File: src/rtl/id_ex_stage_pkg.sv
// Shared RV32I constants and types for the ID/EX pipeline boundary.
// Opcode and store-size encodings match the core-wide definitions.
package id_ex_stage_pkg;

    localparam logic [6:0] OPC_LUI    = 7'b0110111;
    localparam logic [6:0] OPC_AUIPC  = 7'b0010111;
    localparam logic [6:0] OPC_JAL    = 7'b1101111;
    localparam logic [6:0] OPC_JALR   = 7'b1100111;
    localparam logic [6:0] OPC_BRANCH = 7'b1100011;
    localparam logic [6:0] OPC_LOAD   = 7'b0000011;
    localparam logic [6:0] OPC_STORE  = 7'b0100011;
    localparam logic [6:0] OPC_OP_IMM = 7'b0010011;
    localparam logic [6:0] OPC_OP     = 7'b0110011;

    typedef enum logic [1:0] {
        WRITE_IDLE = 2'b00,
        WRITE_BYTE = 2'b01,
        WRITE_HALF = 2'b10,
        WRITE_WORD = 2'b11
    } write_size_e;

    // Controller outputs travel together so a bubble clears them in one assignment.
    typedef struct packed {
        logic       branch;
        logic       memread;
        logic       memtoreg;
        logic       alusrc;
        logic       regwrite;
        logic [1:0] memwrite;
    } ctrl_t;

    localparam ctrl_t CTRL_NOP = '{branch: 1'b0, memread: 1'b0, memtoreg: 1'b0,
                                   alusrc: 1'b0, regwrite: 1'b0, memwrite: WRITE_IDLE};

endpackage

File: src/rtl/id_ex_stage_hazard_unit.sv
// Load-use hazard detection for the ID instruction against the load in EX.
// Purely combinational; id_hold freezes PC and IF/ID.
module hazard_unit
    import id_ex_stage_pkg::*;
(
    input  logic       id_valid,
    input  logic [6:0] id_opcode,
    input  logic [4:0] id_rs1,
    input  logic [4:0] id_rs2,
    input  logic       ex_valid,
    input  logic       ex_memread,
    input  logic [4:0] ex_rd,
    input  logic       ex_flush,
    input  logic       ex_stall,
    output logic       lu,
    output logic       id_hold
);

    logic uses_rs1;
    logic uses_rs2;

    // NOTE: defaults are assigned before the case so no path leaves a value unassigned (no latch).
    always_comb begin
        uses_rs1 = 1'b1;
        uses_rs2 = 1'b0;
        case (id_opcode)
            OPC_LUI, OPC_AUIPC, OPC_JAL:      uses_rs1 = 1'b0;
            OPC_BRANCH, OPC_STORE, OPC_OP:    uses_rs2 = 1'b1;
            OPC_JALR, OPC_LOAD, OPC_OP_IMM:   uses_rs1 = 1'b1;
            default:                          uses_rs1 = 1'b1;
        endcase
    end

    // x0 is hardwired zero, so a load targeting it can never create a dependency.
    assign lu = id_valid & ex_valid & ex_memread & (ex_rd != 5'd0) &
                ((uses_rs1 & (id_rs1 == ex_rd)) | (uses_rs2 & (id_rs2 == ex_rd)));

    assign id_hold = ex_stall | (lu & ~ex_flush);

endmodule

File: src/rtl/id_ex_stage.sv
// ID/EX pipeline register: bubbles on flush or load-use, holds on downstream stall,
// and counts inserted bubbles with saturating counters.
module id_ex_stage
    import id_ex_stage_pkg::*;
#(
    parameter int XLEN  = 32,
    parameter int CNT_W = 16
) (
    input  logic            clk,
    input  logic            rst_n,
    input  logic            id_valid,
    input  logic [XLEN-1:0] id_pc,
    input  logic [XLEN-1:0] id_rs1_data,
    input  logic [XLEN-1:0] id_rs2_data,
    input  logic [XLEN-1:0] id_imm,
    input  logic [4:0]      id_rs1,
    input  logic [4:0]      id_rs2,
    input  logic [4:0]      id_rd,
    input  logic [6:0]      id_opcode,
    input  logic [2:0]      id_funct3,
    input  logic [6:0]      id_funct7,
    input  logic            id_branch,
    input  logic            id_memread,
    input  logic            id_memtoreg,
    input  logic            id_alusrc,
    input  logic            id_regwrite,
    input  logic [1:0]      id_memwrite,
    input  logic            ex_flush,
    input  logic            ex_stall,
    output logic            ex_valid,
    output logic [XLEN-1:0] ex_pc,
    output logic [XLEN-1:0] ex_rs1_data,
    output logic [XLEN-1:0] ex_rs2_data,
    output logic [XLEN-1:0] ex_imm,
    output logic [4:0]      ex_rs1,
    output logic [4:0]      ex_rs2,
    output logic [4:0]      ex_rd,
    output logic [6:0]      ex_opcode,
    output logic [2:0]      ex_funct3,
    output logic [6:0]      ex_funct7,
    output logic            ex_branch,
    output logic            ex_memread,
    output logic            ex_memtoreg,
    output logic            ex_alusrc,
    output logic            ex_regwrite,
    output logic [1:0]      ex_memwrite,
    output logic            id_hold,
    output logic [CNT_W-1:0] lu_bubble_cnt,
    output logic [CNT_W-1:0] flush_bubble_cnt
);

    ctrl_t id_ctrl;
    ctrl_t ex_ctrl;
    logic  lu;

    assign id_ctrl = '{branch: id_branch, memread: id_memread, memtoreg: id_memtoreg,
                       alusrc: id_alusrc, regwrite: id_regwrite, memwrite: id_memwrite};

    hazard_unit u_hazard (
        .id_valid   (id_valid),
        .id_opcode  (id_opcode),
        .id_rs1     (id_rs1),
        .id_rs2     (id_rs2),
        .ex_valid   (ex_valid),
        .ex_memread (ex_ctrl.memread),
        .ex_rd      (ex_rd),
        .ex_flush   (ex_flush),
        .ex_stall   (ex_stall),
        .lu         (lu),
        .id_hold    (id_hold)
    );

    function automatic logic [CNT_W-1:0] sat_inc(input logic [CNT_W-1:0] c);
        return (c == {CNT_W{1'b1}}) ? c : c + 1'b1;
    endfunction

    // NOTE: sequential state uses non-blocking assignments so every register samples pre-edge values.
    always_ff @(posedge clk) begin
        if (!rst_n) begin
            ex_valid         <= 1'b0;
            ex_ctrl          <= CTRL_NOP;
            lu_bubble_cnt    <= '0;
            flush_bubble_cnt <= '0;
        end else if (ex_flush) begin
            ex_valid         <= 1'b0;
            ex_ctrl          <= CTRL_NOP;
            flush_bubble_cnt <= sat_inc(flush_bubble_cnt);
        end else if (!ex_stall) begin
            if (lu) begin
                ex_valid      <= 1'b0;
                ex_ctrl       <= CTRL_NOP;
                lu_bubble_cnt <= sat_inc(lu_bubble_cnt);
            end else begin
                ex_valid <= id_valid;
                ex_ctrl  <= id_valid ? id_ctrl : CTRL_NOP;
            end
        end
    end

    // NOTE: data registers are reset too, because every output must read zero out of reset.
    always_ff @(posedge clk) begin
        if (!rst_n) begin
            ex_pc       <= '0;
            ex_rs1_data <= '0;
            ex_rs2_data <= '0;
            ex_imm      <= '0;
            ex_rs1      <= '0;
            ex_rs2      <= '0;
            ex_rd       <= '0;
            ex_opcode   <= '0;
            ex_funct3   <= '0;
            ex_funct7   <= '0;
        end else if (ex_flush || !ex_stall) begin
            ex_pc       <= id_pc;
            ex_rs1_data <= id_rs1_data;
            ex_rs2_data <= id_rs2_data;
            ex_imm      <= id_imm;
            ex_rs1      <= id_rs1;
            ex_rs2      <= id_rs2;
            ex_rd       <= id_rd;
            ex_opcode   <= id_opcode;
            ex_funct3   <= id_funct3;
            ex_funct7   <= id_funct7;
        end
    end

    assign ex_branch   = ex_ctrl.branch;
    assign ex_memread  = ex_ctrl.memread;
    assign ex_memtoreg = ex_ctrl.memtoreg;
    assign ex_alusrc   = ex_ctrl.alusrc;
    assign ex_regwrite = ex_ctrl.regwrite;
    assign ex_memwrite = ex_ctrl.memwrite;

endmodule

File: config.mk
export PLATFORM = sky130hd
export DESIGN_NAME = id_ex_stage
export DESIGN_NICKNAME = d
export VERILOG_FILES = /design/src/rtl/id_ex_stage_pkg.sv /design/src/rtl/id_ex_stage_hazard_unit.sv /design/src/rtl/id_ex_stage.sv
export SDC_FILE = /design/constraint.sdc
export NUM_CORES = 1
export LEC_CHECK = 0
export CAP_MARGIN = 20
export CORE_UTILIZATION = 34
export DETAILED_ROUTE_END_ITERATION = 8
export PLACE_DENSITY = 0.7
export SKIP_CTS_REPAIR_TIMING = 1
export SYNTH_ARGS = -nofsm -noshare
export SYNTH_HDL_FRONTEND = slang
export SYNTH_SLANG_ARGS = --single-unit
File: constraint.sdc
create_clock -name clk -period 2.8 [get_ports clk]
set_input_delay 0.56 -clock clk [delete_from_list [all_inputs] [get_ports clk]]
set_output_delay 0.56 -clock clk [all_outputs]
set_load 0.01 [all_outputs]
Yosys cells after proc, flatten, opt, wreduce, memory -nomap -nowiden --
Index checks and enable logic that the tools add are counted. W data, S select, Z words.
Word-level totals: register bits 200, latch bits 0, memory bits (writable) 0, ROM bits 0, bits of input ports 172, output and inout port bits 201, logic and storage cells 58, memories kept 0
Operators by class: $add $sub $neg 2, $mul 0, div/mod/pow operators 0, magnitude comparators 0, eq/ne operators 10, shifts and indexed selects 0, muxes and demuxes 5, bitwise operators 14, reductions and logical operators 8
Operators with widths (count):
- $add A16 B1 Y16 const B | 2
- $eq A16 B16 Y1 const B | 2
- $eq A7 B6 Y1 const B | 3
- $eq A7 B7 Y1 const B | 2
- $mux W7 | 2
- $eq A5 B5 Y1 | 2
- $and A1 B1 Y1 | 7
- $eq A7 B5 Y1 const B | 1
- $reduce_or A3 Y1 | 2
- $not A1 Y1 | 5
- $reduce_bool A5 Y1 | 1
- $reduce_and A4 Y1 | 1
- $mux W1 | 3
- $or A1 B1 Y1 | 2
- $reduce_and A2 Y1 | 1
- $reduce_or A2 Y1 | 1
- $logic_not A1 Y1 | 1
- $logic_or A1 B1 Y1 | 1

Logic depth before layout (Yosys ltp) --
depth after elaboration 8, gate-level depth with buffers 8, depth with buffers taken out 7

Modules after synthesis --
Synthesis repeated with hierarchy kept, for this count alone.
Unflattened totals: cell total of the unflattened synthesis 942, area, all modules 7563.5 um^2
By module, submodules not included:
- id_ex_stage | instances 1, cells each 911, area each 7337.0 um^2
- hazard_unit | instances 1, cells each 31, area each 226.5 um^2

Worst setup path before layout --
OpenSTA, ideal clock, no wires.
kind input-to-output, from input id_opcode[5], to output id_hold, data arrival time 1.833 ns, data required time 2.240 ns, path slack 0.407 ns, stages 6, buffers on the path 1, path through and3_1 -> o2111a_1 -> or4_1 -> buf_2 -> o41a_1 -> o21bai_1
On the way: word-level cells in the longest chain between the ends 8, elaborated cells between the ends (all ways) 16, classes of those cells 6 x eq/ne; 2 x mux; 6 x bitwise; 2 x reduce/logical
Ends and longest elaborated chain:
- from (decl) | line id_ex_stage.sv:19 | input logic [6:0] id_opcode,
- $eq A7 B6 Y1, or another cell as far along | line id_ex_stage_hazard_unit.sv:26 | case (id_opcode)
- $reduce_or A3 Y1 | line id_ex_stage_hazard_unit.sv:26
- $mux W1 | line id_ex_stage_hazard_unit.sv:26
- $and A1 B1 Y1 | line id_ex_stage_hazard_unit.sv:36 | ((uses_rs1 & (id_rs1 == ex_rd)) | (uses_rs2 & (id_rs2 == ex_rd)));
- $or A1 B1 Y1 (*) | line id_ex_stage_hazard_unit.sv:36
- $and A1 B1 Y1 (*) | line id_ex_stage_hazard_unit.sv:35 | assign lu = id_valid & ex_valid & ex_memread & (ex_rd != 5'd0) &
- $and A1 B1 Y1 (*) | line id_ex_stage_hazard_unit.sv:38 | assign id_hold = ex_stall | (lu & ~ex_flush);
- $or A1 B1 Y1 (*) | line id_ex_stage_hazard_unit.sv:38
- to (decl) | line id_ex_stage.sv:47 | output logic id_hold,
Every way passes the cells marked *; elsewhere a longest branch is shown, timed or not.

Final worst setup path --
from register ex_rd[0], to output id_hold
On the way: word-level cells in the longest chain between the ends 6, elaborated cells between the ends (all ways) 10, classes of those cells 2 x eq/ne; 7 x bitwise; 1 x reduce/logical
Ends and longest elaborated chain:
- from (decl) | line id_ex_stage.sv:37 | output logic [4:0] ex_rd,
- from (signal assigned) | line id_ex_stage.sv:120 | ex_rd <= id_rd;
- $eq A5 B5 Y1 | line id_ex_stage_hazard_unit.sv:36
- $and A1 B1 Y1 | line id_ex_stage_hazard_unit.sv:36
- $or A1 B1 Y1 | line id_ex_stage_hazard_unit.sv:36
- $and A1 B1 Y1 (*) | line id_ex_stage_hazard_unit.sv:35
- $and A1 B1 Y1 (*) | line id_ex_stage_hazard_unit.sv:38
- $or A1 B1 Y1 (*) | line id_ex_stage_hazard_unit.sv:38
Marks and branches as above.

==> results_dict.tcl <==
set metrics [dict create \
    drive_gt1_frac 0.0604 \
    power.static_leakage_nw 4.79 \
    drcViolationCount 0 \
    cts_tree "yes" \
    drt.antenna.violating_nets 0 \
    grt_first_pass_wirelength_mm 37.5 \
    numCtsBuffers 17 \
    timing_max_transition_violations_final 0 \
    cp.arrival_ns 2.11 \
    fin_skew_ns 0.00800 \
    dp_hpwl_mm 17.5 \
    rr_startpoint "lu_bubble_cnt[0]" \
    fmax_mhz 374 \
    min_from "id_rs1[2]" \
    mappedNetlistArea_um2 7480 \
    first_global_vias 7188 \
    hp-class "input pin to flop" \
    power_w 0.00650 \
    avgSynthCellArea_um2 7.98 \
    via_count 7570 \
    crit_fanout 3 \
    utilization 0.576 \
    maxCapViolations 0 \
    grt_use_total 0.213 \
    clock_latency_ns 0.42 \
    place_congestion 0.869 \
    cts.path.max_buffers 2 \
    nets 1470 \
    chipWidth_um 150 \
    grt_setup_unrepaired "no" \
    hold_viol_final 0 \
    synth-main-ff-cell "dfxtp_1" \
    wl_per_cell_um 15.5 \
    post_drt_via_cell_ratio 4.78 \
    synth_cells 937 \
    worst_pin_slew_ns 0.612 \
    synth_edf_count 0 \
    overflow 0 \
    crit_path_max_incr_delay_ns 0.54 \
    hold_end "ex_rs1[2]" \
    fillers 1874 \
    crit_type "flop to output port" \
    hold_depth 3 \
    antenna_found_initial 0 \
    design.die.area_um2 22600 \
    endpoint_kind "output port" \
    crit_chain "or4_4 > o2111ai_2 > buf_4 > o41a_1 > o21bai_1 > buf_2" \
    ys_warn_count 0 \
    grt_max_degree 126 \
    peakVddDrop_mv 0.379 \
    syn_to_final_growth_pct 63.9 \
    synth_cell_types 42 \
    ff2ff_setup_slack_ns 0.42 \
    wl_mm 24.5 \
    status "finished clean" \
    r2r.worst_path.cells 7 \
    fin_crit_sh 0.955 \
    diodes 0 \
    core_area_um2 21300 \
    ys_seq_area_frac 0.535 \
    drt_iter0_drc 305 \
    drt_pass1_iterations 4 \
    reg2reg_to "lu_bubble_cnt[12]" \
    async_reset_ff_frac 0 \
    rows 53 \
    power.density_nw_per_um2 530 \
    clk_pin_slew_worst_paths_ns 0.07 \
    io_buffers 372 \
    ioPinCount 373 \
    multiInputGateArea_um2 3260 \
    slew-limit-headroom 0.587 \
    initial_core_util 0.351 \
    cts_sinks 200 \
    regArea_um2 4010 \
    fin_crit_ns 2.67 \
    slowest_stage "or4_4" \
    start_kind "flop" \
    ys_ff_latch 200 \
    cts-root-buf "clkbuf_16" \
    setup_viol 0 \
    htree_levels 4 \
    syn-num-nets 1111 \
    die_h_um 150 \
    required_ns 2.24 \
]
[worst max-delay path, delay by kind of cell, from the launching register on]
kind,cells,cell delay (ns)
AND/OR/NAND/NOR,1,0.54
AO/OA/AOI/OAI,3,0.49
flip-flops,1,0.34
buffers and inverters,2,0.30
[final cells by class]
type | instances | share of cell area
clock buffers | 19 | 0.0361
clock inverters | 13 | 0.0106
inverters | 4 | 0.00163
multi-input cells | 672 | 0.266
flip-flops and latches | 200 | 0.327
well taps | 275 | 0.0281
repair buffers | 401 | 0.330
[through the flow]
stage	std cells	setup TNS, ns	setup slack (ns)	hold slack [ns]	instance area (µm²)
after floorplan	937	0	0.407	0.476	7480
after global routing	1584	0	0.00986	0.439	12300
after global placement	1551	-1.01	-0.520	0.436	11600
after detailed placement	1551	-1.28	-0.542	0.442	11600
after CTS	1583	-0.545	-0.545	0.453	12200
final	1584	0	0.127	0.442	12300
[routing by layer]
| metal | up-vias | routed length, µm | GRT usage |
|---|---|---|---|
| li1 | 3813 | - | - |
| met1 | 3460 | 10300 | 0.259 |
| met2 | 262 | 11600 | 0.346 |
| met3 | 35 | 2010 | 0.0739 |
| met4 | 0 | 592 | 0.0793 |
| met5 | - | 0 | 0 |
[power breakdown]
part / switching [W] / total, W / leakage, nW / internal, W
clock network: 0.00120 / 0.00241 / 0.273 / 0.00121
logic: 0.000429 / 0.00101 / 2.87 / 0.000581
registers: 0.0000803 / 0.00307 / 1.65 / 0.00299
total: 0.00171 / 0.00650 / 4.79 / 0.00478
[how the worst max path moves through the flow]
| stage | from | end | slack, ns | cells past startpoint |
|---|---|---|---|---|
| floorplan | id_opcode[5] | id_hold | 0.41 | 6 |
| global placement | id_opcode[3] | id_hold | -0.52 | 7 |
| detailed placement | id_opcode[3] | id_hold | -0.54 | 7 |
| CTS | id_opcode[3] | id_hold | -0.55 | 7 |
| global route | ex_rd[1] | id_hold | 0.01 | 6 |
| finish | ex_rd[0] | id_hold | 0.13 | 6 |
[state kept, by name (all words and copies together) (netlist names), 2 cells and up]
signal            flops
ex_imm               32
ex_pc                32
ex_rs1_data          32
ex_rs2_data          32
flush_bubble_cnt     16
lu_bubble_cnt        16
ex_funct7             7
ex_opcode             7
ex_rd                 5
ex_rs1                5
ex_rs2                5
ex_funct3             3
ex_memwrite           2
[synthesized netlist by cell type (2+ instances only)]
library cell | n | share of area
ha_1 | 2 | 0.0033
clkbuf_1 | 58 | 0.029
nand2b_1 | 5 | 0.0042
nor2b_1 | 2 | 0.0017
buf_2 | 3 | 0.0020
and2_1 | 6 | 0.0050
a21o_1 | 3 | 0.0030
and3_1 | 5 | 0.0042
nand3_1 | 17 | 0.011
a22o_1 | 7 | 0.0082
a2111oi_2 | 2 | 0.0040
a21oi_1 | 171 | 0.11
xor2_1 | 5 | 0.0059
nor3_1 | 4 | 0.0027
a211oi_1 | 2 | 0.0020
inv_1 | 3 | 0.0015
or4_1 | 4 | 0.0040
nor2_1 | 23 | 0.012
xnor2_1 | 19 | 0.022
a31oi_1 | 2 | 0.0017
dfxtp_1 | 200 | 0.54
o21a_1 | 2 | 0.0020
and4_1 | 5 | 0.0059
nor3b_1 | 2 | 0.0020
o21ai_0 | 11 | 0.0074
nand4_1 | 10 | 0.0084
nand2_1 | 339 | 0.17
mux2i_1 | 4 | 0.0054
or3_1 | 8 | 0.0067
[placed cells by master (no fill, tap or decap), drive strengths merged, types with 8 or more instances in the layout]
| master | count |
|---|---|
| a21oi | 172 |
| nor2 | 23 |
| o21ai | 12 |
| inv | 12 |
| dfxtp | 200 |
| xnor2 | 19 |
| clkdlybuf4s50 | 358 |
| nand3 | 17 |
| nand2 | 339 |
| clkbuf | 19 |
| or3 | 8 |
| dlymetal6s2s | 13 |
| nand4 | 10 |
| buf | 30 |
[cell families (layout without fill, tap and decap cells)]
group                      after synthesis  count (layout)  share of synthesized area
DFF                                    200             200                      0.535
and+or+nand+nor                        433             433                      0.241
adders and majority gates                2               2                    0.00335
buffers and inverters                   65             437                     0.0331
muxes                                    4               4                    0.00535
xor gates and xnor gates                24              24                     0.0281
AOI/OAI and AO/OA                      209             209                      0.154
(Power assumes the default switching activity.)
==> RTL change 1: new RTL, config.mk and constraints unchanged <==
Change the parameter `XLEN` from 32 to 48.
--- a/src/rtl/id_ex_stage.sv
+++ b/src/rtl/id_ex_stage.sv
@@ -3,7 +3,7 @@
 module id_ex_stage
     import id_ex_stage_pkg::*;
 #(
-    parameter int XLEN  = 32,
+    parameter int XLEN  = 48,
     parameter int CNT_W = 16
 ) (
     input  logic            clk,
Interface: changed (8 resized); port bits go from 373 to 501. The function was not compared with the original's and may differ.
==> RTL change 1 against the unedited design <==
- via count increased by 32%
- synthesized area increased by 29%
- power increased by 39%
- count of clock-buffer cells in the layout increased by 25
- final area increased by 31%
- die area increased by 29%
- worst setup slack improved by 37 ps
- sequential cell count increased by 64
- wire length increased by 41%
- global-route usage increased by 0.77 points
- clock power increased by 49%
- largest power group unchanged
==> RTL change 1: results <==
export IMPL_synth_compound_area_share_pct=13.8
export IMPL_first_pass_iters=5
export IMPL_htreeDepth=1
export IMPL_placed_area_sq_um=15100
export IMPL_ys_seq_area_share_pct=54.6
export IMPL_wl_per_cell_um=16.5
export IMPL_clock_latency_ps=540
export IMPL_synth_common_cells="468 x nand2_1, 264 x dfxtp_1, 234 x a21oi_1"
export IMPL_irDropWorstVdd_mv=0.430
export IMPL_combPwrFrac_pct=15.2
export IMPL_hpwl_um=25100
export IMPL_yosys_area_share_xor_xnor_pct=1.99
export IMPL_timing_hold_ws_ps=391
export IMPL_hold_start="id_opcode[3]"
export IMPL_use_met2_pct=38.4
export IMPL_synthAdderAreaFrac_pct=0.258
export IMPL_tightest_slew_ps=557
export IMPL_via_count=9985
export IMPL_grt_util_met3_pct=7.47
export IMPL_synth_distinct_cells=48
export IMPL_status="completed"
export IMPL_switching_share_pct=24.2
export IMPL_syn_inst=1227
export IMPL_routabilityCongestion=0.903
export IMPL_synthTopCellsByArea="dfxtp_1 55%, nand2_1 18%, a21oi_1 12%"
export IMPL_whs_endpoint="ex_opcode[3]"
## RTL change 1: cell count changes in the layout (fill, tap and decap cells not counted), moves of 6 or more
cell	before	now
dfxtp_1	196	264
clkdlybuf4s50_1	358	497
nand2_1	339	468
a21oi_1	171	233
dlymetal6s2s_1	13	3
nor2_1	23	35
clkbuf_16	17	29
a32oi_1	0	7
clkbuf_1	1	10
a22o_1	7	0
xnor2_1	18	8
buf_4	23	17
xor2_1	5	14
## RTL change 1: area by class of cell
cell class	count	area, sq um
inverter	5	23.8
sequential	264	5290
tap	378	473
antenna	1	2.50
fill	2515	11800
clock inverter	5	50.0
timing repair buffer	526	5320
clock buffer	44	832
multi-input combinational	871	4060
## RTL change 1: worst max-delay path by stage
stage / to / slack [ps] / cells past startpoint
floorplan: lu_bubble_cnt[14] / 840 / 8
global placement: id_hold / -240 / 7
detailed placement: id_hold / -220 / 7
CTS: id_hold / -220 / 7
global route: id_hold / 70 / 7
finish: id_hold / 160 / 7
==> RTL change 2: new RTL, config.mk and constraints unchanged <==
Made on the original files. Make the reset (`rst_n`) asynchronous in 2 clocked blocks.
--- a/src/rtl/id_ex_stage.sv
+++ b/src/rtl/id_ex_stage.sv
@@ -75,7 +75,7 @@
     endfunction
 
     // NOTE: sequential state uses non-blocking assignments so every register samples pre-edge values.
-    always_ff @(posedge clk) begin
+    always_ff @(posedge clk or negedge rst_n) begin
         if (!rst_n) begin
             ex_valid         <= 1'b0;
             ex_ctrl          <= CTRL_NOP;
@@ -98,7 +98,7 @@
     end
 
     // NOTE: data registers are reset too, because every output must read zero out of reset.
-    always_ff @(posedge clk) begin
+    always_ff @(posedge clk or negedge rst_n) begin
         if (!rst_n) begin
             ex_pc       <= '0;
             ex_rs1_data <= '0;
Check against the original RTL: differs if rst_n is asserted again (counterexample within 4 cycles, from zero or initial values and one cycle with rst_n low); with rst_n held inactive, the same outputs for 4 cycles.
==> RTL change 2 against the unedited design <==
- via count fell by 7.5%
- final area rose by 5.4%
- wire length fell by 1.7%
- first-iteration DRC count rose by 31%
- sequential power rose by 8.5%
- combinational power rose by 44%
- sequential cell count did not move
- clock power barely moved
- maximum frequency fell by 2.6%
- worst setup slack got worse by 71 ps
- synthesized area rose by 6.2%
- power rose by 11%
- die area rose by 6.1%
==> RTL change 2: results <==
export IMPL_status="completed"
export IMPL_design_area_sq_um=12900
export IMPL_n_all_inverters=3
export IMPL_irDropWorstVdd_mv=0.317
export IMPL_n_fill_cell=2013
export IMPL_clkTransAtPathRegs_ps=80
export IMPL_rows=55
export IMPL_min_path_type="in -> async"
export IMPL_power_leakage_nw=6.19
export IMPL_via_count=7004
export IMPL_fin_nets=1417
export IMPL_synth_distinct_cells=40
export IMPL_hpwl_um=17800
export IMPL_grt_usage_pct=20.5
export IMPL_wl_per_cell_um=15.4
export IMPL_synthesis_nets=1028
export IMPL_seq_power_share_pct=46.3
export IMPL_synthTopCellsByArea="dfrtp_1 63%, nand2_1 23%, xnor2_1 2.8%"
export IMPL_switching_power_mw=2.01
export IMPL_cts_buffers=17
export IMPL_drt_iter0_markers=399
export IMPL_cp_max_fo=4
export IMPL_multi_input_area_share_pct=21.8
export IMPL_crit_arrival_ps=2180
export IMPL_register_area_sq_um=5000
export IMPL_placed_area_sq_um=12300
export IMPL_timing_hold_ws_ps=133
export IMPL_multi_input_comb_cells=612
export IMPL_routabilityCongestion=0.815
export IMPL_r2r_cells=7
export IMPL_num_nonclk_buffers=409
export IMPL_grt_first_pass_wirelength_um=37900
export IMPL_preCtsSetupSlack_ps=-506
export IMPL_maxSlewHeadroom_pct=53.4
export IMPL_r2r_start="ex_rd[3]"
export IMPL_final_cells=1569
export IMPL_clock_latency_ps=430
export IMPL_grt_pass1_vias=7102
export IMPL_synth_avg_cell_area_sq_um=9.29
export IMPL_synth_common_cells="493 x nand2_1, 200 x dfrtp_1, 37 x clkbuf_1"
export IMPL_clkCellAreaFrac_pct=4.47
export IMPL_ys_seq_area_share_pct=63.1
export IMPL_powerComb_mw=1.45
export IMPL_dp_cells=1535
export IMPL_ys_flop_type="dfrtp_1"
export IMPL_ys_async_sr_fraction_pct=100
export IMPL_htreeDepth=4
export IMPL_fin_skew_ps=11.5
export IMPL_rrSetupSlack_ps=350
export IMPL_setup_ws_ps=55.9
export IMPL_buffer_area_share_pct=31.9
export IMPL_r2r_end="lu_bubble_cnt[12]"
export IMPL_grt_max_degree=95
export IMPL_drive_gt1_share_pct=7.01
export IMPL_crit_start="ex_rd[3]"
export IMPL_p_per_area_nw_per_um2=557
export IMPL_drv_cap=0
-- RTL change 2: changes by cell type after synthesis, moves of 6 or more --
cell / change
a21oi_1: -167
dfxtp_1: -200
dfrtp_1: +200
or3_1: -7
o21ai_0: -10
xor2_1: +9
nand2_1: +154
clkbuf_1: -21
xnor2_1: +6
nor2_1: -16
-- RTL change 2: logic make-up after synthesis --
group | synth area share, %
AOI/OAI and AO/OA | 1.97
and+or+nand+nor | 28.0
muxes | 0.284
xor gates and xnor gates | 4.30
buffers and inverters | 2.08
adders and majority gates | 0.315
DFF | 63.1
-- RTL change 2: routing by layer --
metal | vias up | GRT usage, % | share of wire, %
li1 | 3431 | - | -
met1 | 3274 | 24.4 | 41
met2 | 268 | 34.8 | 49
met3 | 31 | 6.33 | 7.9
met4 | 0 | 7.40 | 2.3
met5 | - | 0 | 0
-- RTL change 2: worst max-delay path, stage by stage, from the launching register on --
cell,delay [ps]
dfrtp_1,430
xnor2_1,160
nand3_1,180
or4_4,620
a21oi_2,140
or2_2,110
clkbuf_2,130
